**config.mk**
```make
export PLATFORM = sky130hd
export DESIGN_NAME = vocab_mem_arbiter
export DESIGN_NICKNAME = d
export VERILOG_FILES = /design/src/rtl/vocab_mem_arbiter.sv
export SDC_FILE = /design/constraint.sdc
export NUM_CORES = 1
export LEC_CHECK = 0
export BUFFER_PORTS_ARGS = -buffer_cell sky130_fd_sc_hd__buf_2
export CAP_MARGIN = 20
export CORE_AREA = 2 2 465 467
export DETAILED_ROUTE_END_ITERATION = 16
export DIE_AREA = 0 0 467 469
export PLACE_DENSITY = 0.31
export SLEW_MARGIN = 40
export SYNTH_ARGS = -nofsm -noshare
export SYNTH_HDL_FRONTEND = slang
export SYNTH_SLANG_ARGS = --single-unit
```
**constraint.sdc**
```tcl
create_clock -name clk -period 3.7 [get_ports clk]
set_input_delay 0.74 -clock clk [delete_from_list [all_inputs] [get_ports clk]]
set_output_delay 0.74 -clock clk [all_outputs]
set_load 0.01 [all_outputs]
```
**src/rtl/vocab_mem_arbiter.sv**
```systemverilog
// Round-robin arbiter sharing one vocabulary-memory read port among NUM_REQ tokenizers.
// Accepted reads are tagged in an in-order FIFO so returning data reaches its issuer.
module vocab_mem_arbiter #(
    parameter int NUM_REQ         = 4,
    parameter int ADDR_WIDTH      = 32,
    parameter int DATA_WIDTH      = 512,
    parameter int MAX_OUTSTANDING = 8
) (
    input  logic                                clk,
    input  logic                                rst_n,
    input  logic [NUM_REQ-1:0]                  req_rd_en_i,
    input  logic [NUM_REQ*ADDR_WIDTH-1:0]       req_rd_addr_i,
    output logic [NUM_REQ-1:0]                  req_rd_ready_o,
    output logic [NUM_REQ-1:0]                  rsp_rd_valid_o,
    output logic [DATA_WIDTH-1:0]               rsp_rd_data_o,
    output logic                                mem_rd_en_o,
    output logic [ADDR_WIDTH-1:0]               mem_rd_addr_o,
    input  logic                                mem_rd_ready_i,
    input  logic [DATA_WIDTH-1:0]               mem_rd_data_i,
    input  logic                                mem_rd_valid_i,
    output logic [$clog2(MAX_OUTSTANDING):0]    outstanding_o,
    output logic                                err_spurious_o
);

    localparam int IW = $clog2(NUM_REQ);
    localparam int PW = $clog2(MAX_OUTSTANDING);
    localparam int OW = $clog2(MAX_OUTSTANDING) + 1;
    localparam logic [OW-1:0] MAX_OUT   = OW'(MAX_OUTSTANDING);
    localparam logic [IW:0]   NREQ      = (IW+1)'(NUM_REQ);
    localparam logic [IW-1:0] LAST_REQ  = IW'(NUM_REQ - 1);

    logic                  mem_rd_en_q, mem_rd_en_d;
    logic [ADDR_WIDTH-1:0] mem_rd_addr_q, mem_rd_addr_d;
    logic [OW-1:0]         outstanding_q, outstanding_d;
    logic                  err_spurious_q, err_spurious_d;
    logic [IW-1:0]         last_grant_q, last_grant_d;
    logic [PW-1:0]         wr_ptr_q, wr_ptr_d;
    logic [PW-1:0]         rd_ptr_q, rd_ptr_d;
    logic [IW-1:0]         tag_mem_q [MAX_OUTSTANDING];

    logic                  cmd_free_s;
    logic                  gnt_found_s;
    logic [IW-1:0]         gnt_idx_s;
    logic [IW:0]           cand_s;
    logic                  grant_s;
    logic                  pop_s;
    logic [IW-1:0]         head_s;

    // Round-robin search starting one past the last winner
    always_comb begin
        gnt_found_s = 1'b0;
        gnt_idx_s   = '0;
        cand_s      = '0;
        for (int k = 0; k < NUM_REQ; k++) begin
            cand_s = {1'b0, last_grant_q} + (IW+1)'(k + 1);
            if (cand_s >= NREQ) begin
                cand_s = cand_s - NREQ;
            end else begin
                cand_s = cand_s;
            end
            if (!gnt_found_s && req_rd_en_i[cand_s[IW-1:0]]) begin
                gnt_found_s = 1'b1;
                gnt_idx_s   = cand_s[IW-1:0];
            end else begin
                gnt_found_s = gnt_found_s;
            end
        end
    end

    assign cmd_free_s = !mem_rd_en_q || mem_rd_ready_i;
    // No bypass: a full FIFO blocks the grant even in a pop cycle.
    assign grant_s    = cmd_free_s && (outstanding_q < MAX_OUT) && gnt_found_s;
    assign pop_s      = mem_rd_valid_i && (outstanding_q != '0);
    assign head_s     = tag_mem_q[rd_ptr_q];

    // Grant and response strobes, plus next-state for the command/tag state
    always_comb begin
        req_rd_ready_o = '0;
        rsp_rd_valid_o = '0;
        mem_rd_en_d    = mem_rd_en_q;
        mem_rd_addr_d  = mem_rd_addr_q;
        last_grant_d   = last_grant_q;
        wr_ptr_d       = wr_ptr_q;
        rd_ptr_d       = rd_ptr_q;
        outstanding_d  = outstanding_q;
        err_spurious_d = err_spurious_q || (mem_rd_valid_i && (outstanding_q == '0));

        if (grant_s) begin
            req_rd_ready_o[gnt_idx_s] = 1'b1;
            mem_rd_en_d   = 1'b1;
            mem_rd_addr_d = req_rd_addr_i[int'(gnt_idx_s)*ADDR_WIDTH +: ADDR_WIDTH];
            last_grant_d  = gnt_idx_s;
            wr_ptr_d      = wr_ptr_q + PW'(1);
        end else if (cmd_free_s) begin
            mem_rd_en_d   = 1'b0;
        end else begin
            mem_rd_en_d   = mem_rd_en_q;
        end

        if (pop_s) begin
            rsp_rd_valid_o[head_s] = 1'b1;
            rd_ptr_d = rd_ptr_q + PW'(1);
        end else begin
            rd_ptr_d = rd_ptr_q;
        end

        case ({grant_s, pop_s})
            2'b10:   outstanding_d = outstanding_q + OW'(1);
            2'b01:   outstanding_d = outstanding_q - OW'(1);
            default: outstanding_d = outstanding_q;
        endcase
    end

    // Control state registers
    always_ff @(posedge clk or negedge rst_n) begin
        if (!rst_n) begin
            mem_rd_en_q    <= 1'b0;
            mem_rd_addr_q  <= '0;
            outstanding_q  <= '0;
            err_spurious_q <= 1'b0;
            last_grant_q   <= LAST_REQ;
            wr_ptr_q       <= '0;
            rd_ptr_q       <= '0;
        end else begin
            mem_rd_en_q    <= mem_rd_en_d;
            mem_rd_addr_q  <= mem_rd_addr_d;
            outstanding_q  <= outstanding_d;
            err_spurious_q <= err_spurious_d;
            last_grant_q   <= last_grant_d;
            wr_ptr_q       <= wr_ptr_d;
            rd_ptr_q       <= rd_ptr_d;
        end
    end

    // Tag storage: requester ID of every accepted read, in issue order
    always_ff @(posedge clk or negedge rst_n) begin
        if (!rst_n) begin
            for (int i = 0; i < MAX_OUTSTANDING; i++) begin
                tag_mem_q[i] <= '0;
            end
        end else if (grant_s) begin
            tag_mem_q[wr_ptr_q] <= gnt_idx_s;
        end
    end

    assign rsp_rd_data_o  = mem_rd_data_i;
    assign mem_rd_en_o    = mem_rd_en_q;
    assign mem_rd_addr_o  = mem_rd_addr_q;
    assign outstanding_o  = outstanding_q;
    assign err_spurious_o = err_spurious_q;

endmodule

```
==> results of run 1 <==
## power by group through the flow
stage	Clock, mW	Sequential [mW]	Combinational (mW)
global route	1.21	1.39	2.96
global placement	0	1.35	2.81
finish	1.14	1.34	2.67
floorplan	0	1.34	2.01
CTS	1.20	1.34	2.82
detailed placement	0	1.35	2.82
## per-stage QoR
stage          hold WS (ns)  total power [mW]  util, %  instance area, sq um
2_1_floorplan         0.444              3.35        -                  7900
3_3_place_gp          0.445              4.16     4.00                  8550
3_5_place_dp          0.444              4.17     4.00                  8550
4_1_cts               0.409              5.37     4.16                  8900
5_1_grt               0.234              5.56     4.17                  8920
6_report              0.228              5.15     4.17                  8920
## worst paths after layout
kind                                     endpoint  slack [ns]
worst max-delay path            rsp_rd_valid_o[1]        0.71
min in group clk                   err_spurious_o        0.46
worst min-delay path               err_spurious_o        0.23
worst max register to register   outstanding_o[2]        1.01
worst min register to register     err_spurious_o        0.46
max in group asynchronous         last_grant_q[0]        2.80
## cell type report
type	count	area share (%)
multi-input cells	323	25.7
clock buffers	9	2.52
repair buffers	206	12.6
clock inverters	7	1.43
well taps	2838	39.8
inverters	12	0.533
diodes	1	0.0280
flip-flops and latches	62	17.4
## layer usage
metal / part of all wire, % / track usage [%] / vias to the layer above
li1: - / - / 2015
met1: 10 / 3.22 / 2307
met2: 46 / 17.2 / 895
met3: 38 / 18.6 / 311
met4: 5.0 / 5.08 / 20
met5: 0.20 / 0.714 / -
## cell families (layout without fill, tap and decap cells)
family / after synthesis / in the layout / synth area share [%]
muxes: 33 / 33 / 5.07
other: 0 / 1 / 0
buffers and inverters: 565 / 234 / 51.8
DFF: 62 / 62 / 19.7
xor gates and xnor gates: 9 / 9 / 0.998
and+or+nand+nor: 142 / 142 / 9.77
AOI/OAI and AO/OA: 134 / 134 / 11.9
adders and majority gates: 5 / 5 / 0.792
## Yosys cell counts (2+ instances only)
| cell type | n | share of area (%) |
|---|---|---|
| sky130_fd_sc_hd__a211o_1 | 21 | 2.3 |
| sky130_fd_sc_hd__a21o_1 | 2 | 0.19 |
| sky130_fd_sc_hd__a21oi_1 | 3 | 0.19 |
| sky130_fd_sc_hd__a22oi_1 | 2 | 0.19 |
| sky130_fd_sc_hd__a31oi_1 | 11 | 0.87 |
| sky130_fd_sc_hd__and3_1 | 2 | 0.16 |
| sky130_fd_sc_hd__and4_1 | 12 | 1.3 |
| sky130_fd_sc_hd__buf_2 | 9 | 0.57 |
| sky130_fd_sc_hd__buf_4 | 519 | 49 |
| sky130_fd_sc_hd__clkbuf_1 | 22 | 1.0 |
| sky130_fd_sc_hd__clkbuf_2 | 2 | 0.13 |
| sky130_fd_sc_hd__dfrtp_1 | 60 | 19 |
| sky130_fd_sc_hd__dfstp_2 | 2 | 0.67 |
| sky130_fd_sc_hd__ha_1 | 5 | 0.79 |
| sky130_fd_sc_hd__inv_1 | 11 | 0.52 |
| sky130_fd_sc_hd__mux2_1 | 3 | 0.43 |
| sky130_fd_sc_hd__mux2_2 | 13 | 1.9 |
| sky130_fd_sc_hd__mux2i_1 | 13 | 1.6 |
| sky130_fd_sc_hd__mux4_2 | 4 | 1.1 |
| sky130_fd_sc_hd__nand2_1 | 47 | 2.2 |
| sky130_fd_sc_hd__nand2b_1 | 5 | 0.40 |
| sky130_fd_sc_hd__nand3_1 | 26 | 1.6 |
| sky130_fd_sc_hd__nand3b_1 | 3 | 0.29 |
| sky130_fd_sc_hd__nand4_1 | 21 | 1.7 |
| sky130_fd_sc_hd__nor2_1 | 12 | 0.57 |
| sky130_fd_sc_hd__nor2b_1 | 2 | 0.16 |
| sky130_fd_sc_hd__nor3_1 | 3 | 0.19 |
| sky130_fd_sc_hd__o211ai_1 | 53 | 5.0 |
| sky130_fd_sc_hd__o21ai_0 | 33 | 2.1 |
| sky130_fd_sc_hd__o21ai_1 | 2 | 0.13 |
| sky130_fd_sc_hd__xnor2_1 | 4 | 0.44 |
| sky130_fd_sc_hd__xor2_1 | 5 | 0.55 |
## sequential cells by signal, indices dropped and copies added, names as in the netlist
register,cells
last_grant_q,2
mem_rd_en_o,1
wr_ptr_q,3
rd_ptr_q,3
tag_mem_q,16
outstanding_o,4
err_spurious_o,1
mem_rd_addr_o,32
## worst max-delay path: cells and delay by family (launching register included)
kind / cells / cell delay (ns)
flops: 1 / 0.57
mux: 2 / 0.73
simple gates: 2 / 0.20
buf+inv: 2 / 0.34
==> key figures, run 1 <==
Status
  • Status: finished clean

Layout
  • Total number of nets in the final design: between 1,000 and 1,500
  • Number of standard cells in the final layout excluding fillers: between 3,000 and 4,000
  • Ratio of cells with drive above 1 in the final layout: 41.4%
  • Most frequent cells in the layout: 180 x sky130_fd_sc_hd__buf_2, 60 x sky130_fd_sc_hd__dfrtp_1, 53 x sky130_fd_sc_hd__o211ai_1, 47 x sky130_fd_sc_hd__nand2_1, 33 x sky130_fd_sc_hd__o21ai_0
  • Area growth, synth to finish: 13.0%
  • Register area: between 0.0015 and 0.002 sq mm
  • Total of fill cells in the finished design: about 25,000
  • Most common library cell in the layout ignoring fill and taps: sky130_fd_sc_hd__buf_2
  • Area of combinational cells with multiple inputs: approximately 0.0023 sq mm

Global route
  • Number of global-route vias before repair: ~5,400
  • Antenna violations before repair: 14
  • Pin count of the biggest net entering global routing: 53
  • Overall routing resource usage: around a tenth
  • Total congestion overflow after global routing: 0
  • Wire length of the first global-routing pass: roughly 130 mm

Synthesis
  • Cell count after synthesis: 950
  • Post-synth ARST share: 100%
  • Proportion of synthesized chip area in sequential cells: ~20%
  • Main synth FF type: sky130_fd_sc_hd__dfrtp_1
  • Cell Area, Synth: 0.00790 sq mm
  • Mapped Nets: between 1,500 and 2,000
  • Warnings from Yosys: 0
  • Flip-flop and latch count after synthesis: 62
  • Number of distinct library cells after synthesis: 50
  • Number of enable-type register cells in the synthesized netlist: 0
  • Synthesized area per cell: between 8 and 9 sq um

Timing
  • Top achievable clock speed: around 0.33 GHz
  • Slew at the pin with the worst max-slew slack: ~0.5 ns
  • Final number of setup-violating endpoints: 0
  • Slew Limit Fails: 0
  • Setup repair after global routing missed its margin: false
  • Setup TNS Final: 0 ns
  • Post-route fraction of the period consumed by the critical path: about four fifths
  • Final worst path period need: roughly 3 ns
  • Worst setup slack after layout: just over 0.7 ns
  • Worst relative slew slack: between 60% and 70%
  • Clock Skew: 0.0181 ns
  • Hold Fails Final Rpt: 0

Setup path
  • Critical register-to-register path startpoint: outstanding_o[1]
  • Critical path data arrival time: approximately 2.3 ns
  • Cells traversed along the worst timing path: mux4_2 -> mux2i_1 -> buf_4 -> nand2_1 -> nor2_1 -> buf_2
  • Number of cell instances on the worst register-to-register path: 11
  • Data required time at the worst endpoint: about 3 ns
  • Worst setup startpoint: rd_ptr_q[0]
  • CP Class: register to output pin
  • Largest stage delay on the critical path: approximately 0.57 ns
  • Kind of end point of the critical path: output pin
  • Critical Path Fanout Max: 6
  • Startpoint Class: register
  • Max stage delay cell, worst path: sky130_fd_sc_hd__dfrtp_1

Placed design
  • Dpl ws: 0.772 ns
  • Routability congestion estimate: between 0.7 and 0.8
  • Total half-perimeter wirelength after legalization and detailed placement: about 110 mm
  • Instance count after placement with tap cells included: ~3,400
  • IO Port Bufs: between 150 and 200

CTS
  • Number of buffers inserted during clock tree synthesis: 9
  • H-Tree Depth: 3
  • Worst-Skew Late Latency: about 0.4 ns
  • Clock input transition at the sequential cells of the worst setup and hold paths: approximately 0.080 ns
  • Maximum clock path buffer count: 2
  • Clk sinks: between 60 and 70
  • Post-CTS setup buffer count: 0
  • Number of gates resized after cts: 0
  • Total of hold buffers inserted after clock tree synthesis: 0
  • Clock Root Buffer: sky130_fd_sc_hd__clkbuf_16
  • TritonCTS clock tree: built

Route
  • TritonRoute pass-1 iters: 5
  • Remaining antenna violation count: 0
  • 1st-iter DRT viols: between 200 and 300
  • Average wire per standard cell: roughly 35 microns
  • DR vias: roughly 5,500
  • Total Wirelength: ~120 mm
  • Via density: about 1.6
  • # DRC: 0

Min path
  • Worst min path class: input port to async pin

Die
  • Area of the core: between 0.2 and 0.25 sq mm
  • Top-Level Pins: approximately 1,200
  • Die Y-Extent: approximately 470 microns
  • Die area: roughly 0.22 sq mm
  • Std-Cell Rows: 170
  • Horizontal extent of the die: about 470 microns
  • Effective utilization at floorplan: 3.70%

Pwr
  • Combinational cell fraction of total power: between 50% and 60%
  • Power density over the cells: roughly 580 mW/mm^2
  • Proportion of power drawn by the clock network: about 22%
  • Internal power summed over all cells: 2.71 mW
  • Max VDD drop: ~0.00023 V
  • Relative contribution of sequential cells to total power: a little over a quarter
  • Net Sw Frac: 47.3%
  • Sw power: between 2 and 2.5 mW
  • Leakage power total: between 2 and 3 nW

Flow run
  • Count of max-cap constraint violations: 0
Note: power is estimated with default switching activity, not from simulation.
==> run 2: changes to the inputs <==
- CORE_AREA: 2 2 465 467 -> 2 2 471 473
- DIE_AREA: 0 0 467 469 -> 0 0 473 475
- clock period: 3.7 -> 2.5 ns (I/O delays scaled with it)
==> key figures, run 2 (synthesized netlist as in run 1, its figures left out) <==
Setup path
  • CP Class: register to output pin
  • Cells traversed along the worst timing path: mux4_2 -> mux2i_4 -> buf_6 -> and3_4 -> buf_6
  • Count of buffering cells on the critical path with inverters included: 2 (unchanged)
  • Critical Path Fanout Max: 5 (-1)
  • Top Family by Delay on Critical Path: multiplexers
  • Crit-path most repeated cell: sky130_fd_sc_hd__buf_6
  • Critical path data arrival time: 2.07 ns (-0.18 ns)
  • Kind of end point of the critical path: output pin
  • Max stage delay cell, worst path: sky130_fd_sc_hd__mux4_2
  • Startpoint Class: register
  • Data required time at the worst endpoint: 2.00 ns (-0.96 ns)
  • Largest stage delay on the critical path: 0.55 ns (-0.02 ns)

Timing
  • Final number of setup-violating endpoints: 3 (+3)
  • Post-route fraction of the period consumed by the critical path: 103%
  • Hold Fails Final Rpt: 0 (unchanged)
  • Slew at the pin with the worst max-slew slack: 0.468 ns (-0.0333 ns)
  • Worst setup slack after layout: -0.0706 ns (-0.777 ns)
  • Setup repair after global routing missed its margin: true
  • Slew Limit Fails: 0 (unchanged)
  • Final worst path period need: between 2 and 3 ns
  • Top achievable clock speed: slightly below 0.4 GHz
  • Clock Skew: 0.0108 ns (-0.00735 ns)
  • Worst relative slew slack: 68.8% (+2.2 points)

CTS
  • Clock Root Buffer: sky130_fd_sc_hd__clkbuf_16
  • Maximum clock path buffer count: 2 (unchanged)
  • Worst-Skew Late Latency: 0.39 ns (-0.02 ns)
  • Clk sinks: 62 (unchanged)
  • Number of buffers inserted during clock tree synthesis: 9 (unchanged)
  • H-Tree Depth: 3 (unchanged)
  • Clock input transition at the sequential cells of the worst setup and hold paths: 0.07 ns (about the same)
  • TritonCTS clock tree: built

Placed design
  • Instance count after placement with tap cells included: 3,484 (+1.3%)
  • Total half-perimeter wirelength after legalization and detailed placement: 116 mm (+2.4%)
  • Dpl ws: -0.208 ns (-0.980 ns)
  • Routability congestion estimate: 0.778 (-1.4%)
  • IO Port Bufs: 181 (unchanged)

Route
  • DR vias: 5,532 (-0.29%)
  • TritonRoute pass-1 iters: 5 (unchanged)
  • Remaining antenna violation count: 0 (unchanged)
  • Average wire per standard cell: 35.1 microns (+0.42%)
  • # DRC: 0 (unchanged)
  • Via density: 1.58 (-1.5%)
  • 1st-iter DRT viols: 281 (-6.0%)
  • Total Wirelength: 123 mm (+1.7%)

Global route
  • Most Used Layer, Global Route: met3
  • Number of global-route vias before repair: 5,489 (+1.3%)
  • Grt met3 use: 19.1% (+0.46 points)
  • Total congestion overflow after global routing: 0 (unchanged)
  • Overall routing resource usage: 10.5% (-0.061 points)
  • Wire length of the first global-routing pass: 135 mm (+2.2%)
  • Met2 demand-to-capacity share in global routing: 16.3% (-0.88 points)
  • Pin count of the biggest net entering global routing: 43 (-19%)
  • Antenna violations before repair: 9 (-5)
  • Met1 demand-to-capacity share in global routing: 3.41% (+0.19 points)

Pwr
  • Relative contribution of sequential cells to total power: 24.3% (-1.7 points)
  • Power density over the cells: 874 mW/mm^2 (+51%)
  • Sw power: 3.75 mW (+54%)
  • Proportion of power drawn by the clock network: 19.4% (-2.8 points)
  • Combinational cell fraction of total power: 56.2% (+4.4 points)
  • Net Sw Frac: 46.6% (-0.66 points)
  • Max VDD drop: 0.000253 V (+10%)
  • Post-route total power: 8.03 mW (+56%)
  • Internal power summed over all cells: 4.29 mW (+58%)
  • Leakage power total: 2.67 nW (+2.8%)

Layout
  • Ratio of cells with drive above 1 in the final layout: 43.8% (+2.5 points)
  • Most frequent cells in the layout: 178 x sky130_fd_sc_hd__buf_2, 59 x sky130_fd_sc_hd__dfrtp_1, 53 x sky130_fd_sc_hd__o211ai_1, 46 x sky130_fd_sc_hd__nand2_1, 33 x sky130_fd_sc_hd__o21ai_0
  • Number of standard cells in the final layout excluding fillers: 3,502 (+1.3%)
  • Total number of nets in the final design: 1,278 (+0.87%)
  • Area growth, synth to finish: 16.4%
  • Max FFs per register: 32 (unchanged)
  • Most common library cell in the layout ignoring fill and taps: sky130_fd_sc_hd__buf_2
  • Total of fill cells in the finished design: 26,000 (+2.5%)

Die
  • Std-Cell Rows: 172 (+1.2%)
  • Top-Level Pins: 1,206 (unchanged)
  • Die area: 0.225 sq mm (+2.6%)
  • Die Y-Extent: 475 microns (+1.3%)
  • Horizontal extent of the die: 473 microns (+1.3%)
  • Area of the core: 0.219 sq mm (+2.5%)
  • Effective utilization at floorplan: 3.61% (-0.090 points)

Flow run
  • Count of max-cap constraint violations: 0 (unchanged)

Min path
  • Worst min path class: input port to async pin

Status
  • Violated checks: negative setup slack
  • Status: finished with violations
==> run 2: changes by cell type in the layout (fill, tap and decap cells not counted), sizes merged <==
cell / delta
buf: +11
bufinv: -1
clkinv: -1
clkinvlp: +2
==> run 2: repair_timing <==
action                                  in CTS  in global routing
endpoints found under the hold margin        0                  0
resized for setup                           17                  1
hold buffers                                 0                  0
setup buffers                                2                  0
endpoints found under the setup margin       6                  7
pin swaps                                    2                  2
==> run 2: cell type report <==
cell class	count	area [sq um]	share of cell area (%)
Tap cell	2871	3590	39.1
Clock inverter	7	104	1.13
Sequential cell	62	1560	16.9
Clock buffer	9	225	2.45
Timing Repair Buffer	217	1310	14.3
Inverter	12	47.5	0.517
Antenna cell	1	2.50	0.0272
Multi-Input combinational cell	323	2350	25.6
==> run 2: worst register-to-register path: cells and delay by family, from the launching register on <==
| family | cells | cell delay [ns] |
|---|---|---|
| flops | 1 | 0.57 |
| compound gates | 2 | 0.31 |
| mux | 1 | 0.31 |
| simple gates | 2 | 0.45 |
| buf+inv | 2 | 0.43 |
==> run 2: worst paths after layout <==
| check | slack (ns) | startpoint | endpoint | cells past startpoint |
|---|---|---|---|---|
| worst max-delay path | -0.07 | rd_ptr_q[0] | rsp_rd_valid_o[0] | 5 |
| worst min-delay path | 0.06 | rst_n | mem_rd_addr_o[9] | 1 |
| worst max register to register | 0.31 | last_grant_q[0] | mem_rd_addr_o[22] | 7 |
| worst min register to register | 0.46 | err_spurious_o | err_spurious_o | 1 |
| max in group asynchronous | 1.78 | rst_n | last_grant_q[1] | 2 |
| min in group clk | 0.33 | mem_rd_valid_i | err_spurious_o | 2 |
==> run 2: power groups by stage <==
stage / sequential (mW) / clock, mW / combinational, mW
after CTS: 1.96 / 1.66 / 4.70
after global routing: 2.02 / 1.68 / 4.95
after global placement: 1.96 / 0 / 4.48
after detailed placement: 1.97 / 0 / 4.45
after floorplan: 1.98 / 0 / 2.99
final: 1.95 / 1.56 / 4.52
==> run 2: through the flow <==
step	setup TNS, ns	hold WS, ns	utilization, %	instance area (sq um)
2_1_floorplan	0	0.204	-	7920
3_3_place_gp	-0.274	0.448	4.01	8770
3_5_place_dp	-0.301	0.453	4.01	8770
4_1_cts	-0.485	0.0524	4.19	9190
5_1_grt	-0.597	0.0708	4.20	9190
6_report	-0.124	0.0636	4.20	9190
==> run 2: metal layers <==
metal	vias up	share of wire [%]
met3	294	39
met5	-	0.12
met4	14	5.3
met1	2355	11
met2	829	44
li1	2040	-
